### config.mk
export PLATFORM = sky130hd
export DESIGN_NAME = moving_avg_filter
export DESIGN_NICKNAME = d
export VERILOG_FILES = /design/src/rtl/mavg_pkg.sv /design/src/rtl/sample_ring.sv /design/src/rtl/moving_avg_filter.sv
export SDC_FILE = /design/constraint.sdc
export NUM_CORES = 1
export LEC_CHECK = 0
export BUFFER_PORTS_ARGS = -buffer_cell sky130_fd_sc_hd__buf_2
export CAP_MARGIN = 20
export CORE_ASPECT_RATIO = 1.2
export CORE_MARGIN = 1
export CORE_UTILIZATION = 50
export CTS_CLUSTER_DIAMETER = 60
export DETAILED_ROUTE_END_ITERATION = 10
export PLACE_DENSITY = 0.64
export SLEW_MARGIN = 20
export SYNTH_ARGS = -nofsm -noshare
export SYNTH_HDL_FRONTEND = slang
export SYNTH_SLANG_ARGS = --single-unit
### constraint.sdc
create_clock -name clk -period 8.27 [get_ports clk]
set_clock_uncertainty 0.05 [all_clocks]
set_input_delay 1.654 -clock clk [delete_from_list [all_inputs] [get_ports clk]]
set_output_delay 1.654 -clock clk [all_outputs]
set_load 0.1 [all_outputs]
### src/rtl/mavg_pkg.sv
// Shared widths and helpers for the boxcar moving-average filter.
package mavg_pkg;

    // Default depth, matching the filter's default parameterisation.
    localparam int DEF_LOG2_MAX_DEPTH = 6;
    localparam int MAX_DEPTH          = 2 ** DEF_LOG2_MAX_DEPTH;

    // Width of the window-select field able to encode 0..log2_max.
    function automatic int sel_w(input int log2_max);
        return $clog2(log2_max + 1);
    endfunction

    // Accumulator/sum width: N*(2**width-1) always fits.
    function automatic int out_w(input int width, input int log2_max);
        return width + log2_max;
    endfunction

    // Oversized window requests saturate at the buffer depth.
    function automatic int clamp_win(input int sel, input int log2_max);
        return (sel > log2_max) ? log2_max : sel;
    endfunction

endpackage

### src/rtl/sample_ring.sv
// Circular sample store: one write port, one combinational read port.
// A read of the address being written returns the old contents.
module sample_ring #(
    parameter int WIDTH      = 10,
    parameter int LOG2_DEPTH = 6
) (
    input  logic                  clk,
    input  logic                  i_we,
    input  logic [LOG2_DEPTH-1:0] i_waddr,
    input  logic [WIDTH-1:0]      i_wdata,
    input  logic [LOG2_DEPTH-1:0] i_raddr,
    output logic [WIDTH-1:0]      o_rdata
);

    logic [WIDTH-1:0] r_mem [2**LOG2_DEPTH];

    // Storage write; contents are never reset, the owner masks stale data.
    always_ff @(posedge clk) begin
        if (i_we) r_mem[i_waddr] <= i_wdata;
    end

    assign o_rdata = r_mem[i_raddr];

endmodule

### src/rtl/moving_avg_filter.sv
// Boxcar filter with runtime power-of-two window: running accumulator
// over a circular buffer, registered sum/average outputs.
module moving_avg_filter
    import mavg_pkg::*;
#(
    parameter  int WIDTH          = 10,
    parameter  int LOG2_MAX_DEPTH = 6,
    localparam int SEL_W          = sel_w(LOG2_MAX_DEPTH),
    localparam int OUT_W          = out_w(WIDTH, LOG2_MAX_DEPTH)
) (
    input  logic             clk,
    input  logic             reset,
    input  logic [SEL_W-1:0] i_win_log2,
    input  logic             i_valid,
    input  logic [WIDTH-1:0] i_in,
    output logic             o_valid,
    output logic [OUT_W-1:0] o_sum,
    output logic [WIDTH-1:0] o_avg,
    output logic             o_full
);

    localparam int CNT_W = LOG2_MAX_DEPTH + 1;

    logic [SEL_W-1:0]          r_win;
    logic [OUT_W-1:0]          r_acc;
    logic [CNT_W-1:0]          r_count;
    logic [LOG2_MAX_DEPTH-1:0] r_wp;

    logic [SEL_W-1:0]          w_win_clamped;
    logic                      w_flush;
    logic                      w_accept;
    logic [CNT_W-1:0]          w_n;
    logic                      w_full;
    logic [LOG2_MAX_DEPTH-1:0] w_raddr;
    logic [WIDTH-1:0]          w_rdata;
    logic [OUT_W-1:0]          w_oldest;
    logic [OUT_W-1:0]          w_acc_nxt;
    logic [CNT_W-1:0]          w_cnt_nxt;
    logic [WIDTH-1:0]          w_avg_nxt;

    assign w_win_clamped = SEL_W'(clamp_win(int'(i_win_log2), LOG2_MAX_DEPTH));
    assign w_flush       = (w_win_clamped != r_win);
    assign w_accept      = i_valid && !w_flush;

    // Window length and the slot leaving the window. At full depth the
    // truncated N is 0, so the oldest slot is wp itself (read-before-write).
    assign w_n     = CNT_W'(1) << r_win;
    assign w_full  = (r_count == w_n);
    assign w_raddr = r_wp - w_n[LOG2_MAX_DEPTH-1:0];

    // Only subtract once the window is primed; earlier slots may be stale.
    assign w_oldest  = w_full ? OUT_W'(w_rdata) : '0;
    assign w_acc_nxt = r_acc + OUT_W'(i_in) - w_oldest;
    assign w_cnt_nxt = w_full ? r_count : r_count + CNT_W'(1);
    assign w_avg_nxt = WIDTH'(w_acc_nxt >> r_win);

    sample_ring #(
        .WIDTH      (WIDTH),
        .LOG2_DEPTH (LOG2_MAX_DEPTH)
    ) u_ring (
        .clk     (clk),
        .i_we    (w_accept),
        .i_waddr (r_wp),
        .i_wdata (i_in),
        .i_raddr (w_raddr),
        .o_rdata (w_rdata)
    );

    // Window tracking, running sum, fill count and registered outputs.
    always_ff @(posedge clk) begin
        if (reset) begin
            r_win   <= SEL_W'(LOG2_MAX_DEPTH);
            r_acc   <= '0;
            r_count <= '0;
            r_wp    <= '0;
            o_valid <= 1'b0;
            o_sum   <= '0;
            o_avg   <= '0;
            o_full  <= 1'b0;
        end else if (w_flush) begin
            // New window: restart the fill; wp and last outputs hold.
            r_win   <= w_win_clamped;
            r_acc   <= '0;
            r_count <= '0;
            o_valid <= 1'b0;
            o_full  <= 1'b0;
        end else if (i_valid) begin
            r_acc   <= w_acc_nxt;
            r_count <= w_cnt_nxt;
            r_wp    <= r_wp + 1'b1;
            o_valid <= 1'b1;
            o_sum   <= w_acc_nxt;
            o_avg   <= w_avg_nxt;
            o_full  <= (w_cnt_nxt == w_n);
        end else begin
            o_valid <= 1'b0;
        end
    end

endmodule

==> impl_metrics.csv <==
group,metric,value,unit
outcome,status,"completed",
floorplan,start_util,0.507,
power,power.leakage,10.6,nW
global_routing,grt_overflow,0,
route,drc,0,
clock_tree,cts_tree,"yes",
synthesis,synthArstFlopShare,0,
route,met1Wirelength,26.3,mm
clock_tree,htree_levels,3,
route,drtPass1Iterations,5,
synthesis,synth_warnings,0,
clock_tree,clkSlewWorstSetupHoldPaths,0.06,ns
min_path,min_path_type,"flip-flop to flip-flop",
place,routabilityCongestion,0.896,
synthesis,synth_seq_cells,700,
floorplan,core.rowCount,96,
global_routing,track_usage,0.229,
synthesis,synth_seq_area_share,0.704,
floorplan,dieWidth,222,um
route,viasPerCell,6.12,
setup_path,arrival,7.72,ns
place,placed_cell_area,0.0301,mm2
finish,fill_cells,4297,
clock_tree,clk_path_buf_depth,3,
clock_tree,cts_sinks,700,
setup_path,start_kind,"flip-flop",
timing,slew_violations,0,
timing,hold_viol,0,
finish,final_cell_area,0.0323,mm2
synthesis,syn_nets,1595,
timing,finalCritPeriodShare,0.880,
timing,rsz0062_at_grt,"false",
clock_tree,clk_latency,0.61,ns
route,topRoutingLayerUsed,"met4",
synthesis,synth_ff_type,"edfxtp_1",
timing,fmax,0.137,GHz
place,port_buffers,43,
floorplan,dieArea,0.0589,mm2
clock_tree,cts-root-buf,"clkbuf_16",
timing,tightest_slew,1.12,ns
synthesis,synth_area_leaders,"edfxtp_1 66%, mux4_2 16%, dfxtp_1 4.1%",
synthesis,yosysMostFrequentCell,"edfxtp_1",
timing,setup_tns,0,ns
clock_tree,cts_buffers,69,
route,wl_met2,33.7,mm
floorplan,die_y,266,um
synthesis,syn_area_per_cell,18.8,um2
setup_path,cp.required,8.71,ns
setup_path,critPathMaxFanout,24,
floorplan,fp.coreArea,0.0572,mm2
synthesis,synth_edf_count,640,
finish,diodes,0,
timing,slew_headroom,0.249,
power,irDropWorstVdd,0.000135,V
run,drv_cap,0,
finish,finalNetCount,1668,
finish,layout-drive-gt1-share,0.254,
route,routedWlPerCell,27.2,um
finish,area_growth,11.5,%
route,first_iter_violations,1322,
synthesis,syn_inst,1545,
route,ant_nets,0,
global_routing,antenna_found_initial,0,
finish,final_util,0.565,
synthesis,yosysTopAreaCell,"edfxtp_1",
timing,period_needed,7.28,ns
place,hpwlAfterDp,41.0,mm
clock_tree,cts_setup_buffers,0,
setup_path,path_class,"flip-flop to flip-flop",
floorplan,ios,44,
synthesis,netlist_area,0.0290,mm2
route,wl_met3,3.56,mm
synthesis,synth_top_area_frac,0.663,
global_routing,grt_max_degree,66,
timing,setup_viol,0,
clock_tree,ctsResizeCount,0,
global_routing,grt_pass1_wl,97.9,mm
global_routing,first_global_vias,14900,
route,drt_wl_total,65.5,mm
power,power,7.84,mW
route,num_vias,14700,
synthesis,synth_cell_type_count,64,
setup_path,worstSetupEndpointType,"flip-flop",
synthesis,synthTopCellsByCount,"640 x edfxtp_1, 204 x mux4_2, 132 x nor2_1, 60 x dfxtp_1, 56 x nand2_1",
clock_tree,hold_buffers,0,
power,powerDensity,243,mW/mm2
-- logic make-up (layout without fill, tap and decap cells) --
group / after synthesis / in the layout / share of synthesized area
xor gates and xnor gates: 33 / 33 / 0.0102
DFF: 700 / 700 / 0.704
and+or+nand+nor: 264 / 264 / 0.0407
adders and majority gates: 34 / 34 / 0.0175
buffers and inverters: 132 / 257 / 0.0210
AOI/OAI and AO/OA: 136 / 136 / 0.0323
muxes: 246 / 246 / 0.174
-- final cells by class --
cell class	instances	area, um2	share of cell area
Timing Repair Buffer	90	631	0.0195
Multi-Input combinational cell	713	8040	0.249
Clock inverter	28	262	0.00809
Sequential cell	700	20400	0.632
Clock buffer	95	1880	0.0581
Tap cell	735	920	0.0285
Inverter	44	165	0.00511
-- power by group --
part,internal [mW],total (mW),switching (mW)
clock network,1.72,3.02,1.30
logic,0.357,0.937,0.579
registers,3.87,3.88,0.00968
-- sequential cells by signal (all words and copies together), names as in the netlist --
| signal | flops |
|---|---|
| o_valid | 1 |
| o_sum | 16 |
| o_avg | 10 |
| u_ring.r_mem | 640 |
| o_full | 1 |
| r_win | 3 |
| r_wp | 6 |
| r_acc | 16 |
| r_count | 7 |
-- placed cells by master, fill, tap and decap left out, types with 5 or more instances in the layout --
master	netlist	layout
a211oi_1	27	27
a21oi_1	43	43
a31oi_1	5	5
and3_1	13	13
buf_12	0	5
buf_2	27	43
buf_4	5	42
clkbuf_1	40	23
clkbuf_16	0	71
clkinv_1	1	11
clkinv_2	0	5
dfxtp_1	60	60
edfxtp_1	640	640
fa_1	11	10
ha_1	23	22
inv_1	43	43
inv_6	0	9
mux2i_1	37	37
mux4_2	204	204
nand2_1	56	56
nand3_1	16	16
nand4_1	7	7
nor2_1	132	114
nor2_2	1	18
nor2b_1	6	6
nor3_1	8	8
o211ai_1	6	6
o21a_1	5	5
o21ai_0	17	17
xnor2_1	16	15
xor2_1	16	16
-- stage by stage --
stage          setup WS (ns)  hold WS, ns  instances
2_1_floorplan           1.90        0.410       1545
3_3_place_gp            1.17        0.389       2278
3_5_place_dp            1.06        0.402       2281
4_1_cts                 1.03        0.410       2404
5_1_grt                0.524        0.420       2405
6_report               0.989        0.404       2405
-- layer usage --
layer | vias to the layer above | GRT usage
met5 | - | 0
met4 | 0 | 0.0845
met3 | 82 | 0.0316
met2 | 526 | 0.390
met1 | 7746 | 0.303
li1 | 6356 | -
-- critical path: stages (launching register included) --
cell and delay [ns]:
dfxtp_1 0.53, clkinv_1 0.36, nand2_1 0.18, nor2_1 0.12, fa_4 1.10, buf_4 0.35, mux4_2 0.36, mux4_2 0.49
and3_1 0.21, a211oi_1 0.21, a211oi_1 0.08, ha_1 0.29, inv_1 0.04, ha_1 0.22, fa_1 0.49, a21oi_1 0.26
o22ai_1 0.17, o41ai_4 0.42, mux2i_1 0.23, nand3_1 0.17, mux4_2 0.53, a32oi_1 0.17, o21ai_1 0.09
-- path summary, 6_finish.rpt --
path            start  endpoint  cells after the start  slack, ns
min reg2reg  o_sum[1]  o_sum[1]                      2       0.40
max          r_win[2]  o_avg[9]                     22       0.99
min          o_sum[1]  o_sum[1]                      2       0.40
max reg2reg  r_win[2]  o_avg[9]                     22       0.99
No activity file was read; power rests on OpenSTA's default activity.
